### src/rtl/register_status_table_pkg.sv
// Shared definitions for the register status table and its neighbours (RS, ROB).
package register_status_table_pkg;

  localparam int W_ADDR_DEF  = 5;
  localparam int W_TAG_DEF   = 5;
  localparam int N_ENTRY_DEF = 2 ** W_ADDR_DEF;

  typedef logic [W_TAG_DEF-1:0]  tag_t;
  typedef logic [W_ADDR_DEF-1:0] reg_addr_t;

endpackage

### src/rtl/register_status_table_if.sv
// Dispatch / CDB / lookup bus of the register status table.
interface register_status_table_if
  import register_status_table_pkg::*;
#(
  parameter int W_ADDR = W_ADDR_DEF,
  parameter int W_TAG  = W_TAG_DEF
);
  localparam int N_ENTRY = 2 ** W_ADDR;

  logic               dispatch_en;
  logic [W_ADDR-1:0]  dispatch_rdaddr;
  logic [W_TAG-1:0]   dispatch_rdtag;
  logic [W_ADDR-1:0]  dispatch_rsaddr;
  logic [W_ADDR-1:0]  dispatch_rtaddr;
  logic               rst_rsvalid;
  logic [W_TAG-1:0]   rst_rstag;
  logic               rst_rtvalid;
  logic [W_TAG-1:0]   rst_rttag;
  logic               cdb_valid;
  logic [W_TAG-1:0]   cdb_tag;
  logic               flush;
  logic [N_ENTRY-1:0] rst_wen_onehot;
  logic [W_ADDR:0]    rst_pending_cnt;
  logic [W_ADDR-1:0]  debug_addr;
  logic               debug_valid;
  logic [W_TAG-1:0]   debug_tag;

  modport master (
    output dispatch_en, dispatch_rdaddr, dispatch_rdtag, dispatch_rsaddr, dispatch_rtaddr,
    output cdb_valid, cdb_tag, flush, debug_addr,
    input  rst_rsvalid, rst_rstag, rst_rtvalid, rst_rttag,
    input  rst_wen_onehot, rst_pending_cnt, debug_valid, debug_tag
  );

  modport slave (
    input  dispatch_en, dispatch_rdaddr, dispatch_rdtag, dispatch_rsaddr, dispatch_rtaddr,
    input  cdb_valid, cdb_tag, flush, debug_addr,
    output rst_rsvalid, rst_rstag, rst_rtvalid, rst_rttag,
    output rst_wen_onehot, rst_pending_cnt, debug_valid, debug_tag
  );

endinterface

### src/rtl/register_status_table_rst_entry.sv
// One register status entry: pending flag, producer tag, CDB tag match.
module rst_entry
  import register_status_table_pkg::*;
#(
  parameter int W_TAG = W_TAG_DEF
) (
  input  logic             clk,
  input  logic             reset,
  input  logic             flush,
  input  logic             set_en,
  input  logic [W_TAG-1:0] set_tag,
  input  logic             cdb_valid,
  input  logic [W_TAG-1:0] cdb_tag,
  output logic             valid,
  output logic [W_TAG-1:0] tag,
  output logic             wen
);

  // Producer completes on a matching CDB broadcast unless the pipeline is flushing.
  always_comb begin
    wen = cdb_valid && valid && (tag == cdb_tag) && !flush;
  end

  // Flush beats dispatch, dispatch beats CDB completion (old producer still writes via wen).
  always_ff @(posedge clk or negedge reset) begin
    if (!reset) begin
      valid <= 1'b0;
      tag   <= '0;
    end else if (flush) begin
      valid <= 1'b0;
    end else if (set_en) begin
      valid <= 1'b1;
      tag   <= set_tag;
    end else if (wen) begin
      valid <= 1'b0;
    end
  end

endmodule

### src/rtl/register_status_table.sv
// Tomasulo register status table: per-register producer tags, CDB write enables,
// rs/rt/debug lookups and a pending-entry counter.
module register_status_table
  import register_status_table_pkg::*;
#(
  parameter int W_ADDR = W_ADDR_DEF,
  parameter int W_TAG  = W_TAG_DEF
) (
  input  logic                    clk,
  input  logic                    reset,
  register_status_table_if.slave  bus
);

  localparam int N_ENTRY = 2 ** W_ADDR;

  logic [N_ENTRY-1:0] valid_vec;
  logic [N_ENTRY-1:0] wen_vec;
  logic [N_ENTRY-1:0] set_vec;
  logic [N_ENTRY-1:0] live_vec;
  logic [W_TAG-1:0]   tag_arr [N_ENTRY];
  logic [W_ADDR:0]    cnt_q;
  logic [W_ADDR:0]    cnt_next;
  logic [W_ADDR:0]    dec_cnt;
  logic               inc;

  // Entry 0 is architecturally never pending.
  assign valid_vec[0] = 1'b0;
  assign wen_vec[0]   = 1'b0;
  assign tag_arr[0]   = '0;

  genvar g;
  generate
    for (g = 1; g < N_ENTRY; g++) begin : g_entry
      rst_entry #(.W_TAG(W_TAG)) u_entry (
        .clk       (clk),
        .reset     (reset),
        .flush     (bus.flush),
        .set_en    (set_vec[g]),
        .set_tag   (bus.dispatch_rdtag),
        .cdb_valid (bus.cdb_valid),
        .cdb_tag   (bus.cdb_tag),
        .valid     (valid_vec[g]),
        .tag       (tag_arr[g]),
        .wen       (wen_vec[g])
      );
    end
  endgenerate

  // Decode the dispatch destination into per-entry set strobes (r0 never set).
  always_comb begin
    set_vec = '0;
    for (int unsigned i = 1; i < N_ENTRY; i++) begin
      set_vec[i] = bus.dispatch_en && !bus.flush && (bus.dispatch_rdaddr == W_ADDR'(i));
    end
  end

  // Lookups see same-cycle CDB completion and flush, but not the same-cycle dispatch.
  always_comb begin
    live_vec            = valid_vec & ~wen_vec & {N_ENTRY{~bus.flush}};
    bus.rst_wen_onehot  = wen_vec;
    bus.rst_rsvalid     = live_vec[bus.dispatch_rsaddr];
    bus.rst_rstag       = live_vec[bus.dispatch_rsaddr] ? tag_arr[bus.dispatch_rsaddr] : '0;
    bus.rst_rtvalid     = live_vec[bus.dispatch_rtaddr];
    bus.rst_rttag       = live_vec[bus.dispatch_rtaddr] ? tag_arr[bus.dispatch_rtaddr] : '0;
    bus.debug_valid     = live_vec[bus.debug_addr];
    bus.debug_tag       = live_vec[bus.debug_addr] ? tag_arr[bus.debug_addr] : '0;
    bus.rst_pending_cnt = cnt_q;
  end

  // Counter delta: a dispatch into an idle entry adds one; a CDB clear adds minus one
  // unless a same-cycle dispatch re-occupies that entry.
  always_comb begin
    inc     = bus.dispatch_en && (bus.dispatch_rdaddr != '0) && !valid_vec[bus.dispatch_rdaddr];
    dec_cnt = '0;
    for (int unsigned i = 0; i < N_ENTRY; i++) begin
      dec_cnt = dec_cnt + (W_ADDR+1)'(wen_vec[i] && !set_vec[i]);
    end
    if (bus.flush) begin
      cnt_next = '0;
    end else begin
      cnt_next = cnt_q + (W_ADDR+1)'(inc) - dec_cnt;
    end
  end

  // Pending-entry counter register.
  always_ff @(posedge clk or negedge reset) begin
    if (!reset) begin
      cnt_q <= '0;
    end else begin
      cnt_q <= cnt_next;
    end
  end

  a_tag_collision: assert property (@(posedge clk) disable iff (!reset)
    !(bus.dispatch_en && bus.cdb_valid && (bus.dispatch_rdtag == bus.cdb_tag)));

  a_wen_onehot: assert property (@(posedge clk) disable iff (!reset)
    $onehot0(wen_vec));

endmodule

### src/flat_wrapper.sv
// flat-port wrapper written by rule: the top's interface ports become plain ports
module register_status_table_flat import register_status_table_pkg::*;
#(
  parameter int W_ADDR = W_ADDR_DEF,
  parameter int W_TAG  = W_TAG_DEF
)
  (clk, reset, bus_dispatch_en, bus_dispatch_rdaddr, bus_dispatch_rdtag, bus_dispatch_rsaddr, bus_dispatch_rtaddr, bus_cdb_valid, bus_cdb_tag, bus_flush, bus_debug_addr, bus_rst_rsvalid, bus_rst_rstag, bus_rst_rtvalid, bus_rst_rttag, bus_rst_wen_onehot, bus_rst_pending_cnt, bus_debug_valid, bus_debug_tag);
  register_status_table_if #(.W_ADDR(W_ADDR), .W_TAG(W_TAG)) bus_i ();
  input  logic clk;
  input  logic reset;
  input wire logic [$bits(bus_i.dispatch_en)-1:0] bus_dispatch_en;
  input wire logic [$bits(bus_i.dispatch_rdaddr)-1:0] bus_dispatch_rdaddr;
  input wire logic [$bits(bus_i.dispatch_rdtag)-1:0] bus_dispatch_rdtag;
  input wire logic [$bits(bus_i.dispatch_rsaddr)-1:0] bus_dispatch_rsaddr;
  input wire logic [$bits(bus_i.dispatch_rtaddr)-1:0] bus_dispatch_rtaddr;
  input wire logic [$bits(bus_i.cdb_valid)-1:0] bus_cdb_valid;
  input wire logic [$bits(bus_i.cdb_tag)-1:0] bus_cdb_tag;
  input wire logic [$bits(bus_i.flush)-1:0] bus_flush;
  input wire logic [$bits(bus_i.debug_addr)-1:0] bus_debug_addr;
  output wire logic [$bits(bus_i.rst_rsvalid)-1:0] bus_rst_rsvalid;
  output wire logic [$bits(bus_i.rst_rstag)-1:0] bus_rst_rstag;
  output wire logic [$bits(bus_i.rst_rtvalid)-1:0] bus_rst_rtvalid;
  output wire logic [$bits(bus_i.rst_rttag)-1:0] bus_rst_rttag;
  output wire logic [$bits(bus_i.rst_wen_onehot)-1:0] bus_rst_wen_onehot;
  output wire logic [$bits(bus_i.rst_pending_cnt)-1:0] bus_rst_pending_cnt;
  output wire logic [$bits(bus_i.debug_valid)-1:0] bus_debug_valid;
  output wire logic [$bits(bus_i.debug_tag)-1:0] bus_debug_tag;
  assign bus_i.dispatch_en = bus_dispatch_en;
  assign bus_i.dispatch_rdaddr = bus_dispatch_rdaddr;
  assign bus_i.dispatch_rdtag = bus_dispatch_rdtag;
  assign bus_i.dispatch_rsaddr = bus_dispatch_rsaddr;
  assign bus_i.dispatch_rtaddr = bus_dispatch_rtaddr;
  assign bus_i.cdb_valid = bus_cdb_valid;
  assign bus_i.cdb_tag = bus_cdb_tag;
  assign bus_i.flush = bus_flush;
  assign bus_i.debug_addr = bus_debug_addr;
  assign bus_rst_rsvalid = bus_i.rst_rsvalid;
  assign bus_rst_rstag = bus_i.rst_rstag;
  assign bus_rst_rtvalid = bus_i.rst_rtvalid;
  assign bus_rst_rttag = bus_i.rst_rttag;
  assign bus_rst_wen_onehot = bus_i.rst_wen_onehot;
  assign bus_rst_pending_cnt = bus_i.rst_pending_cnt;
  assign bus_debug_valid = bus_i.debug_valid;
  assign bus_debug_tag = bus_i.debug_tag;
  register_status_table #(.W_ADDR(W_ADDR), .W_TAG(W_TAG)) u_core (.clk(clk), .reset(reset), .bus(bus_i));
endmodule
### config.mk
export PLATFORM = sky130hd
export DESIGN_NAME = register_status_table_flat
export DESIGN_NICKNAME = d
export VERILOG_FILES = /design/src/rtl/register_status_table_pkg.sv /design/src/rtl/register_status_table_if.sv /design/src/rtl/register_status_table_rst_entry.sv /design/src/rtl/register_status_table.sv /design/src/flat_wrapper.sv
export SDC_FILE = /design/constraint.sdc
export NUM_CORES = 1
export LEC_CHECK = 0
export BUFFER_PORTS_ARGS = -buffer_cell sky130_fd_sc_hd__buf_2
export CORE_UTILIZATION = 50
export CTS_BUF_LIST = sky130_fd_sc_hd__clkbuf_2 sky130_fd_sc_hd__clkbuf_4 sky130_fd_sc_hd__clkbuf_8
export CTS_CLUSTER_DIAMETER = 120
export DETAILED_ROUTE_END_ITERATION = 8
export HOLD_SLACK_MARGIN = 0.06
export PLACE_DENSITY = 0.68
export SLEW_MARGIN = 20
export SYNTH_ARGS = -nofsm -noshare
export SYNTH_HDL_FRONTEND = slang
export SYNTH_SLANG_ARGS = --single-unit
export TNS_END_PERCENT = 10
### constraint.sdc
create_clock -name clk -period 6.7 [get_ports clk]
set_clock_uncertainty 0.15 [all_clocks]
set_input_delay 0.67 -clock clk [delete_from_list [all_inputs] [get_ports clk]]
set_output_delay 0.67 -clock clk [all_outputs]
set_load 0.005 [all_outputs]
Yosys cells after proc, flatten, opt, wreduce, memory -nomap -nowiden. Index checks and enable logic that the tools add are counted.

Bits of input ports: 35. Register bits: 192. Output and inout port bits: 56. Word-level logic and storage cells: 539.

Eq/ne operators: 62. Reduce and logical (&&, ||, !) cells: 254. Magnitude comparators: 7. Bitwise operators: 7. Multiplexer cells: 114. Add/subtract/negate cells: 32.

Operators with widths (number): $add 6x1->6 (30); $logic_and 1x1->1 (158); $eq 5x5->1 (31); $mux 1 (97); $reduce_bool 3->1 (31); $eq 5x5->1 const B (16); $bmux 5 s5 (3); $and 32x32->32 (2); $reduce_and 2->1 (31); $mux 5 (9); $eq 5x4->1 const B (8); $logic_not 1->1 (33); $not 32->32 (1); $lt 5x6->1 const B (4); $bmux 1 s5 (4); $eq 5x3->1 const B (4); $ge 6x6->1 const B (3); $not 5->6 (3); $eq 5x2->1 const B (2); $mux 6 (1); $sub 6x6->6 (1); $eq 5x1->1 const B (1); $reduce_bool 5->1 (1); $add 1x1->2 (1); $not 1->1 (1).

Longest topological paths before layout. Gate-level depths: netlist of run 1.

Depth after elaboration: 37. Mapped depth: 28. Mapped depth without buffers: 24.

Cells and area by module. A second synthesis of run 1 with hierarchy kept.

Cells, all modules: 1459. Area, all modules: 16473.3 um^2.

By module, submodules not included: rst_entry (cells each 23, area an instance 302.8 um^2, times used 31, seq. area each 150.1 um^2); register_status_table (cells each 746, area an instance 7086.8 um^2, times used 1, seq. area each 150.1 um^2).

Worst setup path before layout of run 1. Ideal clock, no wire load.

Path kind: in2reg. Start point: input bus_flush. End point: register u_core.cnt_q[4], in the netlist u_core.bus.rst_pending_cnt[4]. Required time: 6.419 ns. Setup slack: -0.321 ns. Path buffers: 3. Setup time: 0.131 ns. Arrival: 6.740 ns. Stages: 25. Cell sequence: buf_2 clkinv_1 buf_4 buf_4 nand3b_1 nor3_1 nand3_1 and2_1 fa_1 inv_1 ha_1 inv_1 fa_1 fa_1 inv_1 fa_1 fa_1 inv_1 fa_1 fa_1 inv_1 ha_1 fa_1 xnor2_1 nor2_1.

Longest elaborated chain between the ends: 37. Elaborated cells on any way between the ends: 158. Classes of those cells: add/sub: 31; mux: 1; reduce/logical: 126.

Ends and longest elaborated chain: start: declaration (RTL line flat_wrapper.sv:18) `input wire logic [$bits(bus_i.flush)-1:0] bus_flush;`; $logic_not 1->1 (RTL line register_status_table_rst_entry.sv:21, register_status_table.sv:53); $logic_and 1x1->1 (2 in a row) (RTL line register_status_table.sv:53) `set_vec[i] = bus.dispatch_en && !bus.flush && (bus.dispatch_rdaddr == W_ADDR'(i));`; $logic_not 1->1 (RTL line register_status_table.sv:76) `dec_cnt = dec_cnt + (W_ADDR+1)'(wen_vec[i] && !set_vec[i]);`; $logic_and 1x1->1 (RTL line register_status_table.sv:76); $add 1x1->2 (RTL line register_status_table.sv:76); $add 6x1->6 (29 in a row) (RTL line register_status_table.sv:76); $sub 6x6->6 (RTL line register_status_table.sv:81) `cnt_next = cnt_q + (W_ADDR+1)'(inc) - dec_cnt;`; $mux 6 (*) (RTL line register_status_table.sv:78) `if (bus.flush) begin`; named net u_core.cnt_next[4] (RTL line register_status_table.sv:22) `logic [W_ADDR:0] cnt_next;`; end signal: assignment (RTL line register_status_table.sv:90) `cnt_q <= cnt_next;`; end: declaration (RTL line register_status_table.sv:21) `logic [W_ADDR:0] cnt_q;`.

Mark *: on every way through the listed nets, which the timed path passes. The rest lies on a longest branch. A chain may end at the register's enable or synchronous reset.

Worst setup path in the final report of run 1.
Start point: register u_core.g_entry[1].u_entry.tag[2]. End point: register u_core.cnt_q[4], in the netlist u_core.bus.rst_pending_cnt[4].

Longest elaborated chain between the ends: 36.

Ends and longest elaborated chain: start: declaration (RTL line register_status_table_rst_entry.sv:15) `output logic [W_TAG-1:0] tag,`; start signal: assignment (RTL line register_status_table_rst_entry.sv:33) `tag <= set_tag;`; $eq 5x5->1 (RTL line register_status_table_rst_entry.sv:21) `wen = cdb_valid && valid && (tag == cdb_tag) && !flush;`; $logic_and 1x1->1 (2 in a row) (RTL line register_status_table_rst_entry.sv:21); $logic_and 1x1->1 (RTL line register_status_table.sv:76); $add 1x1->2 (RTL line register_status_table.sv:76); $add 6x1->6 (29 in a row) (RTL line register_status_table.sv:76); $sub 6x6->6 (RTL line register_status_table.sv:81); $mux 6 (RTL line register_status_table.sv:78); named net u_core.cnt_next[4] (RTL line register_status_table.sv:22).

The timed path passes the listed nets, and every way through them passes these cells.

==> results.md, run 1 <==
* Post-place setup slack at -0.320 ns
* R2R setup slack at 0.24 ns
* Max layer used: met4
* WL final at 64,900 um
* Worst slew margin at 0.244
* Iter 0 DRT Violations at 2,031
* CP max stage delay at 0.56 ns
* Final worst setup slack at 0.236 ns
* Ys async rst share at 1.00
* Yosys top cell area share at 0.291
* Synth top area cells: dfrtp_1 (29%), mux2_2 (9.9%), mux4_2 (9.5%), xnor2_1 (6.9%), mux2i_1 (5.8%)
* Critical-path top delay cell: fa_1
* HP Class: flip-flop to flip-flop
* Num Clock Sinks at 192
* # rows at 66
* Final Power at 3.56 mW
* Gr usage total at 0.394
* Final Max Tran Viols at 0
* Ys Warns at 0
* Worst-skew pair later-pin latency at 0.53 ns
* Number of I/O pins at 91
* Vias at 14,700
* Remaining DRCs at 0
* FF+latch count, synth at 192
* CP max FO at 5
* Cell count after synthesis at 1,667
* Die X-Extent at 184 um
* P_leak at 7.88 nW
* RSZ-0062 raised after global routing: no
* DR vias/cell at 6.67
* Root buffer cell: clkbuf_8
* Critical path arrival at 6.73 ns
* Initial core utilization at 0.508
* Avg Inst Size Synth at 9.91 um2
* Post-synth cell types at 66
* Met3 routed WL at 9200 um
* Die area at 33,800 um2
* CP endpoint kind: flip-flop
* Status: finished clean
* Final #Nets at 1,850
* Slew @ Worst Pin at 1.12 ns
* Most frequent cells after synthesis: dfrtp_1 (192), nand2_1 (150), mux2_2 (145)
* Reg clk slew, reported paths at 0.11 ns
* Post-route clock period utilization at 0.965
* Cell family with most CP delay: adder cells
* Most used cell, CP: fa_1
* TritonCTS buffer count at 17
* Metal2 WL at 26,600 um
* Worst vdd ir at 0.142 mV
* Ant diodes at 0
* Cells along the critical path: xor2_1 -> nor3_2 -> nand3_1 -> nor3_1 -> buf_4 -> and2_1 -> ha_1 -> fa_1 -> ha_1 -> inv_1 -> fa_1 -> ha_1 -> inv_1 -> fa_1 -> inv_1 -> fa_1 -> inv_1 -> fa_1 -> fa_1 -> inv_1 -> ha_1 -> fa_1 -> xnor2_1 -> nor2_1
* DR pass1 iterations at 6
* Post-synth net total at 1,760
* Chip height at 184 um
* Global-route wire length before repair at 95,200 um
* Drt wl/cell at 29.4 um
* Peak Freq at 155 MHz
* Post-route ant nets at 0
* Post-synth EDFFs at 0
* Most common cell in the netlist: dfrtp_1
* Largest net degree at the start of global routing at 75
* CORE AREA at 32,500 um2
* Max-cap viol count at 0
* Final Hold Fails at 0
* GRT overflow at 0
* Share of cells above drive strength 1 at 0.279
* Vias in the first global route at 14,200
* H-tree levels at 4
* CTS tree: built
* PD cells at 195 nW/um2
* Cell area after layout at 18,200 um2
* Synth area leader: dfrtp_1
* Antenna violations before repair at 1
* Worst EP required at 6.97 ns
* Area Growth Syn to Fin at 10.5%
* CTS Buffer Depth at 2
* Sequential fraction of the synthesis area at 0.291
* RePlAce Congestion at 1.10
* CP startpoint kind: flip-flop
* Main synth FF type: dfrtp_1
* Minimum clock period at 6.46 ns
* Final HPWL DP at 49,400 um
* Final setup violation count at 0
* Dpl cell area at 17,800 um2
* WP buf/inv at 6
* Mapped Area at 16,500 um2
* PortBufs at 89
* M1 WL at 26,800 um
* Crit Path Class: flip-flop to flip-flop
[where the power goes]
group,switching (mW),total (mW),internal (mW)
Sequential,0.249,1.55,1.30
Combinational,0.634,1.19,0.557
Clock,0.497,0.821,0.324
[kinds of logic (layout without fill, tap and decap cells)]
group,count (synthesis),count (layout),share of synthesized area
XOR/XNOR,159,159,0.0843
buffers and inverters,224,327,0.0680
other,1,1,0.000227
flip-flops,192,192,0.291
AO/OA/AOI/OAI,247,247,0.106
AND/OR/NAND/NOR,475,475,0.141
multiplexers,311,311,0.252
adder cells (fa/ha/maj),58,58,0.0567
[worst paths after layout]
check                                             startpoint                                end  depth (start not counted)
max                         u_core.g_entry[1].u_entry.tag[2]      u_core.bus.rst_pending_cnt[4]                         24
min                        u_core.g_entry[14].u_entry.tag[0]  u_core.g_entry[14].u_entry.tag[0]                          2
max reg2reg                 u_core.g_entry[1].u_entry.tag[2]      u_core.bus.rst_pending_cnt[4]                         24
min reg2reg                u_core.g_entry[14].u_entry.tag[0]  u_core.g_entry[14].u_entry.tag[0]                          2
max in group asynchronous                              reset  u_core.g_entry[19].u_entry.tag[4]                          3
min in group asynchronous                              reset      u_core.bus.rst_pending_cnt[5]                          2
[through the flow]
| stage | std cells | hold WS [ns] | TNS, ns | util |
|---|---|---|---|---|
| finish | 2212 | 0.450 | 0 | 0.561 |
| global route | 2212 | 0.472 | 0 | 0.561 |
| CTS | 2212 | 0.448 | 0 | 0.561 |
| detailed placement | 2179 | 0.422 | -0.917 | 0.548 |
| global placement | 2179 | 0.405 | -0.599 | 0.548 |
| floorplan | 1667 | 0.224 | 0 | - |
[per-layer routing]
metal | GRT usage | up-vias
met2 | 0.544 | 1049
met1 | 0.560 | 7370
met5 | 0 | -
met3 | 0.142 | 112
li1 | - | 6215
met4 | 0.145 | 0
[timing repair]
item | in CTS | in global routing
hold endpoints to repair | 45 | 0
resized for setup | 0 | 1
buffers inserted | 0 | 0
hold buffers | 1 | 0
setup endpoints to repair | 0 | 3
[cell type report]
class / count / area, um2
fill: 2934 / 14300
multi-input combinational: 1251 / 10600
sequential: 192 / 4800
timing repair buffer: 227 / 1590
tap: 442 / 553
inverter: 68 / 260
clock buffer: 19 / 255
clock inverter: 13 / 155
[layout by cell type (no fill, tap or decap), types with 10 or more instances in the layout]
cell type,n
a211oi_1,30
o311ai_0,14
nor3_1,43
inv_1,65
ha_1,30
nor2b_1,34
o211ai_1,30
nor2_1,75
clkbuf_8,19
mux2i_1,96
fa_1,28
buf_2,86
dfrtp_1,192
o21ai_0,30
nor4_1,19
nand3_1,49
xnor2_1,131
o22ai_1,10
buf_4,132
nand2b_1,13
mux2_2,145
nand4_1,26
nand2_1,148
a21oi_1,33
o31ai_1,12
xor2_1,28
a22oi_1,47
mux4_2,70
and2_1,23
[worst min-delay path: cells and delay by family (launching register included)]
family | cells | cell delay, ns
flip-flops | 1 | 0.44
AND/OR/NAND/NOR | 2 | 0.13
[sequential cells by signal (all words and copies together), names as in the netlist]
signal / cells
u_core.g_entry.u_entry.valid: 31
u_core.bus.rst_pending_cnt: 6
u_core.g_entry.u_entry.tag: 155
Note: power is estimated with default switching activity, not from simulation.
==> run 2, diff against run 1 <==
GPL_TIMING_DRIVEN = 0   (was not set)
==> results.md, run 2 (same netlist as run 1, synthesis figures left out) <==
* Status: finished clean
* Remaining DRCs at 0 (unchanged)
* Max FFs per register at 155 (unchanged)
* CP Launch Point: bus_cdb_tag[4]
* Final HPWL DP at 59,700 um (+21%)
* CTS tree: built
* Crit Path Class: input port to flip-flop
* DR pass1 iterations at 6 (unchanged)
* Largest net degree at the start of global routing at 102 (+36%)
* GRT overflow at 0 (unchanged)
* Final #Nets at 1,881 (+1.7%)
* Critical-path top delay cell: fa_2
* Die X-Extent at 184 um (unchanged)
* Final setup violation count at 0 (unchanged)
* WL final at 76,000 um (+17%)
* Area Growth Syn to Fin at 12.9%
* CTS Buffer Depth at 2 (unchanged)
* Post-route ant nets at 0 (unchanged)
* Final Max Tran Viols at 0 (unchanged)
* Seq pwr share at 0.431 (-0.003)
* CP max stage delay at 0.57 ns (about the same)
* Drt wl/cell at 33.9 um (+16%)
* Worst EP required at 6.95 ns (-0.02 ns)
* HP Start: bus_dispatch_rdtag[3]
* Sw Pwr at 1.46 mW (+5.7%)
* HP Class: input port to flip-flop
* Peak Freq at 152 MHz (-1.8%)
* Initial core utilization at 0.508 (unchanged)
* Max-cap viol count at 0 (unchanged)
* Num Clock Sinks at 192 (unchanged)
* Gr usage total at 0.457 (+0.0636)
* CP max FO at 10 (+5)
* Post-route clock period utilization at 0.982 (+0.0175)
* Vias at 15,300 (+3.7%)
* Critical path arrival at 6.83 ns (+0.10 ns)
* CP startpoint kind: input port
* Iter 0 DRT Violations at 2,389 (+18%)
* CP endpoint kind: flip-flop
* Cells after DPL at 2,184 (+0.23%)
* P_leak at 7.95 nW (+0.84%)
* H-tree levels at 4 (unchanged)
* Worst vdd ir at 0.229 mV (+62%)
* Min Hold Slack at 0.262 ns (-0.188 ns)
* Switching part of the total power at 0.403 (+0.0150)
* Share of cells above drive strength 1 at 0.293 (+0.0142)
* Ant diodes at 0 (unchanged)
* Chip height at 184 um (unchanged)
* # rows at 66 (unchanged)
* PortBufs at 71 (-20%)
* Global-route wire length before repair at 106,000 um (+12%)
* TritonCTS buffer count at 17 (unchanged)
* Reg2reg start: u_core.g_entry[2].u_entry.tag[2]
* Worst slew margin at 0.231 (-0.0130)
* Non-Filler Instances at 2,242 (+1.4%)
* Worst-skew pair later-pin latency at 0.53 ns (about the same)
* R2R setup slack at 0.20 ns (-0.04 ns)
* Vias in the first global route at 14,600 (+2.2%)
* Reg clk slew, reported paths at 0.11 ns (about the same)
* Final Hold Fails at 0 (unchanged)
* Commonest non-fill, non-tap cell in the layout: dfrtp_1
* PD cells at 194 nW/um2 (-0.44%)
* Number of I/O pins at 91 (unchanged)
* Biggest register: u_core.g_entry.u_entry.tag
* Internal at 2.16 mW (-0.75%)
* Die area at 33,800 um2 (unchanged)
* Slew @ Worst Pin at 1.15 ns (+0.0347 ns)
* Comb pwr share at 0.350 (+0.015)
* Minimum clock period at 6.58 ns (+0.117 ns)
* CORE AREA at 32,500 um2 (unchanged)
* Clock power share at 0.220 (-0.011)
* RePlAce Congestion at 1.05 (-4.6%)
* Most frequent cells in the layout: dfrtp_1 (185), mux2_2 (145), nand2_1 (138)
* Antenna violations before repair at 0 (-1)
* DR vias/cell at 6.82 (+2.3%)
* Root buffer cell: clkbuf_8
==> run 2: cell types whose count changed in the layout (fill, tap and decap cells not counted), moves of 7 or more <==
cell and change:
nand2_1 -10, buf_4 -56, nor2_1 -10, dfrtp_1 -7, nor2_4 +10, clkbuf_1 +52, nor3_1 -11, fa_1 -7
dfrtp_2 +7, buf_1 +13, buf_6 +11, fa_2 +7
==> run 2: path summary, 6_finish.rpt <==
kind,end,depth (start not counted)
max,u_core.bus.rst_pending_cnt[3],25
min,u_core.g_entry[27].u_entry.tag[3],2
max reg2reg,u_core.bus.rst_pending_cnt[3],21
min reg2reg,u_core.g_entry[4].u_entry.tag[4],1
max in group asynchronous,u_core.g_entry[16].u_entry.tag[4],3
min in group asynchronous,u_core.g_entry[9].u_entry.valid,2
==> run 2: routing by layer <==
| metal | track usage | vias to the layer above | routed length [um] |
|---|---|---|---|
| met1 | 0.617 | 7700 | 30700 |
| met4 | 0.241 | 2 | 4390 |
| met2 | 0.657 | 1118 | 32100 |
| met5 | 0 | - | 53 |
| met3 | 0.140 | 189 | 8800 |
| li1 | - | 6279 | - |
==> run 2: repair_timing <==
item                                    CTS  global route
endpoints found under the setup margin    4             3
setup buffers                             7            23
hold buffers                              1             0
endpoints found under the hold margin    31             0
resized for setup                        61            72
pin swaps                                 6            18
==> run 2: worst max-delay path: cells and delay by family <==
family | cells | cell delay, ns
buffers and inverters | 8 | 0.75
and+or+nand+nor | 5 | 1.00
xor gates and xnor gates | 1 | 0.17
adders and majority gates | 11 | 4.22
==> run 2: power by group through the flow <==
stage	clock network [mW]	registers [mW]	logic, mW
detailed placement	0	1.57	1.17
global placement	0	1.56	1.14
CTS	0.800	1.54	1.19
finish	0.795	1.56	1.27
global route	0.840	1.57	1.34
floorplan	0	1.46	0.810
==> run 2: area by class of cell <==
cell class	instances	area [um2]
Inverter	68	268
Timing Repair Buffer	106	687
Sequential cell	192	4810
Fill cell	2965	13900
Tap cell	442	553
Clock buffer	17	234
Buffer	152	917
Multi-Input combinational cell	1251	11000
Clock inverter	14	149
==> run 2: stage by stage <==
step / setup WS (ns) / util / power, mW / setup TNS (ns) / area (um2)
5_1_grt: -0.0589 / 0.573 / 3.75 / -0.108 / 18600
3_5_place_dp: -1.49 / 0.540 / 2.73 / -5.63 / 17600
2_1_floorplan: 0.00756 / - / 2.27 / 0 / 16600
6_report: 0.119 / 0.573 / 3.62 / 0 / 18600
4_1_cts: -0.0221 / 0.561 / 3.53 / -0.0221 / 18200
3_3_place_gp: -1.62 / 0.537 / 2.70 / -6.02 / 17500
==> run 3, diff against run 2 <==
--- a/config.mk
+++ b/config.mk
@@ -17,4 +17,5 @@
 export SYNTH_ARGS = -nofsm -noshare
 export SYNTH_HDL_FRONTEND = slang
+export SYNTH_HIERARCHICAL = 1
 export SYNTH_SLANG_ARGS = --single-unit
 export TNS_END_PERCENT = 10
==> constraint.sdc (replaced) <==
create_clock -name clk -period 6.7 [get_ports clk]
set_clock_uncertainty 0.15 [all_clocks]
set_input_delay 1.005 -clock clk [delete_from_list [all_inputs] [get_ports clk]]
set_output_delay 1.005 -clock clk [all_outputs]
set_load 0.005 [all_outputs]
==> results.md, run 3 <==
* Remaining DRCs at 0 (unchanged)
* Worst vdd ir at 0.208 mV (-9.3%)
* Share of cells above drive strength 1 at 0.356 (+0.0625)
* Minimum clock period at 6.54 ns (-0.0396 ns)
* Num Clock Sinks at 192 (unchanged)
* Yosys top cell area share at 0.292 (+0.000817)
* Root buffer cell: clkbuf_8
* Mux cell area share after synthesis at 0.287 (+0.0344)
* Post-synth cell types at 63 (-4.5%)
* Synth top area cells: dfrtp_1 (29%), mux4_2 (16%), mux2_2 (12%), xnor2_1 (8.4%), fa_1 (3.5%)
* Die X-Extent at 184 um (-0.14%)
* Hold_buf cts at 0 (-1)
* Sequential fraction of the synthesis area at 0.292 (+0.000817)
* Worst EP required at 6.93 ns (-0.02 ns)
* Ys async rst share at 1.00 (unchanged)
* CP max FO at 13 (+3)
* Worst-skew pair later-pin latency at 0.52 ns (about the same)
* Worst flop-to-flop path endpoint: u_core/bus.rst_pending_cnt[5]
* Avg Inst Size Synth at 11.3 um2 (+14%)
* Final Max Tran Viols at 0 (unchanged)
* Min Hold Slack at 0.230 ns (-0.0319 ns)
* Post-synth EDFFs at 0 (unchanged)
* Final setup violation count at 0 (unchanged)
* Synth Area in Adders at 0.0542 (-0.00242)
* Critical path arrival at 6.77 ns (-0.06 ns)
* Reg clk slew, reported paths at 0.11 ns (about the same)
* Compound-Gate Fraction of Synth Area at 0.0779 (-0.0284)
* Cell area after layout at 18,500 um2 (-0.53%)
* Peak Freq at 153 MHz (+0.61%)
* CORE AREA at 32,500 um2 (-0.25%)
* CTS tree: built
* Mapped Area at 16,500 um2 (-0.28%)
* PD cells at 173 nW/um2 (-11%)
* Post-route ant nets at 0 (unchanged)
* Slew @ Worst Pin at 1.04 ns (-0.115 ns)
* CP endpoint kind: flip-flop
* Die area at 33,700 um2 (-0.28%)
* WL final at 63,600 um (-16%)
* Drt wl/cell at 31.3 um (-7.5%)
* Antenna violations before repair at 2 (+2)
* FF-to-FF path depth at 24 (+14%)
* R2R setup slack at 0.46 ns (+0.26 ns)
* Number of I/O pins at 91 (unchanged)
* Main synth FF type: dfrtp_1
* Cell count after synthesis at 1,459 (-12%)
* Simple-gate portion of the synthesized area at 0.163 (+0.0219)
* Synth area leader: dfrtp_1
* Status: finished clean
* Final Hold Fails at 0 (unchanged)
* H-tree levels at 4 (unchanged)
* TritonCTS buffer count at 17 (unchanged)
* # rows at 66 (unchanged)
* FF+latch count, synth at 192 (unchanged)
* Gr usage total at 0.384 (-0.0729)
* Post-synth net total at 1,548 (-12%)
* Most common cell in the netlist: dfrtp_1
* Global-route wire length before repair at 92,000 um (-14%)
* Dpl cell area at 17,600 um2 (+0.33%)
* Most used cell, CP: inv_1
* RePlAce Congestion at 1.07 (+2.4%)
* Number of fillers in the final layout at 2,795 (-5.7%)
* Iter 0 DRT Violations at 1,801 (-25%)
* Most frequent cells in the layout: dfrtp_1 (192), mux2_2 (174), xnor2_1 (156)
* CTS Buffer Depth at 2 (unchanged)
* Critical-path top delay cell: fa_2
* Commonest non-fill, non-tap cell in the layout: dfrtp_1
* Reg2reg start: u_core/g_entry[6].u_entry/tag[0]
* Ant diodes at 0 (unchanged)
* DR pass1 iterations at 6 (unchanged)
* Vias in the first global route at 13,600 (-6.7%)
* GRT overflow at 0 (unchanged)
* Chip height at 184 um (-0.14%)
* Max FFs per register at 155 (unchanged)
* Ys Warns at 6 (+6)
* CP max stage delay at 0.55 ns (-0.02 ns)
* Final Power at 3.21 mW (-11%)
* Biggest register: u_core/g_entry.u_entry/tag
* Initial core utilization at 0.508 (about the same)
* Final #Nets at 1,665 (-11%)
* PortBufs at 79 (+11%)
* CP startpoint kind: input port
* DR vias/cell at 6.85 (+0.52%)
* Largest net degree at the start of global routing at 81 (-21%)
* Final HPWL DP at 46,900 um (-21%)
* Most frequent cells after synthesis: dfrtp_1 (192), mux2_2 (174), xnor2_1 (158)
* Post-synthesis xor/xnor area fraction at 0.0840 (-0.000295)
* HP Class: input port to async pin
* Vias at 13,900 (-9.0%)
* Worst slew margin at 0.307 (+0.0766)
* Max-cap viol count at 0 (unchanged)
* P_leak at 7.42 nW (-6.6%)
* Crit Path Class: input port to flip-flop
* Post-route clock period utilization at 0.976 (-0.00591)
* Main combinational cell family by area after synthesis: multiplexers
* Area Growth Syn to Fin at 12.6%
## run 3: changes by cell type in the layout (fill, tap and decap cells not counted), moves of 29 or more
cell / delta
nand2_1: -122
mux4_2: +47
nand3b_1: +38
nand3_1: -36
o221a_1: +31
inv_1: +31
mux2i_1: -83
mux2_2: +29
nor2b_4: +30
nand4_1: +37
buf_4: -61
a22oi_1: -32
clkbuf_1: -37
## run 3: worst max path at each step
stage                            from                            end  cells past startpoint
2_1_floorplan  bus_dispatch_rdaddr[0]  u_core/bus.rst_pending_cnt[5]                     25
3_5_place_dp           bus_cdb_tag[0]  u_core/bus.rst_pending_cnt[5]                     25
5_1_grt                bus_cdb_tag[3]  u_core/bus.rst_pending_cnt[5]                     26
6_report               bus_cdb_tag[3]  u_core/bus.rst_pending_cnt[5]                     27
3_3_place_gp                bus_flush  u_core/bus.rst_pending_cnt[5]                     26
4_1_cts                bus_cdb_tag[3]  u_core/bus.rst_pending_cnt[5]                     26
## run 3: logic make-up after synthesis
family | after synthesis
other | 1
buffers and inverters | 166
AND/OR/NAND/NOR | 416
multiplexers | 304
adder cells (fa/ha/maj) | 54
XOR/XNOR | 158
flip-flops | 192
AO/OA/AOI/OAI | 168
## run 3: per-layer routing
metal	track usage	vias up	part of all wire
met3	0.0733	148	0.095
li1	-	5711	-
met1	0.541	7167	0.42
met4	0.186	4	0.051
met5	0	-	0.00035
met2	0.570	885	0.44
## run 3: what timing repair did
item                                    CTS  global route
gates cloned                              1             1
pin swaps                                 3             8
resized for setup                        46            61
endpoints found under the setup margin    4             2
setup buffers                             8             7
## run 3: stage by stage
stage                     setup slack (ns)  instances  utilization  TNS [ns]
after floorplan                     0.0201       1459            -         0
final                                0.158       2030        0.572         0
after detailed placement             -1.33       1984        0.543     -3.93
after global placement               -2.64       1980        0.539    -10.88
after CTS                          0.00335       2023        0.563         0
after global routing               -0.0136       2030        0.572   -0.0136
## run 3: critical path, delay by kind of cell
family                     cells  cell delay, ns
and+or+nand+nor                4            0.46
xor gates and xnor gates       3            0.38
adders and majority gates     10            3.86
buffers and inverters         10            1.05
## run 3: where the power goes
part	internal (mW)	switching, mW
clock network	0.342	0.487
logic	0.467	0.517
registers	1.25	0.146
total	2.06	1.15
## run 3: cell type report
type                    instances  area (um2)  share of cell area
repair buffers                100         795              0.0428
well taps                     442         553              0.0298
multi-input cells            1101       11200               0.605
flip-flops and latches        192        4800               0.259
inverters                      99         372              0.0200
plain buffers                  65         400              0.0216
clock buffers                  17         234              0.0126
clock inverters                14         173             0.00931
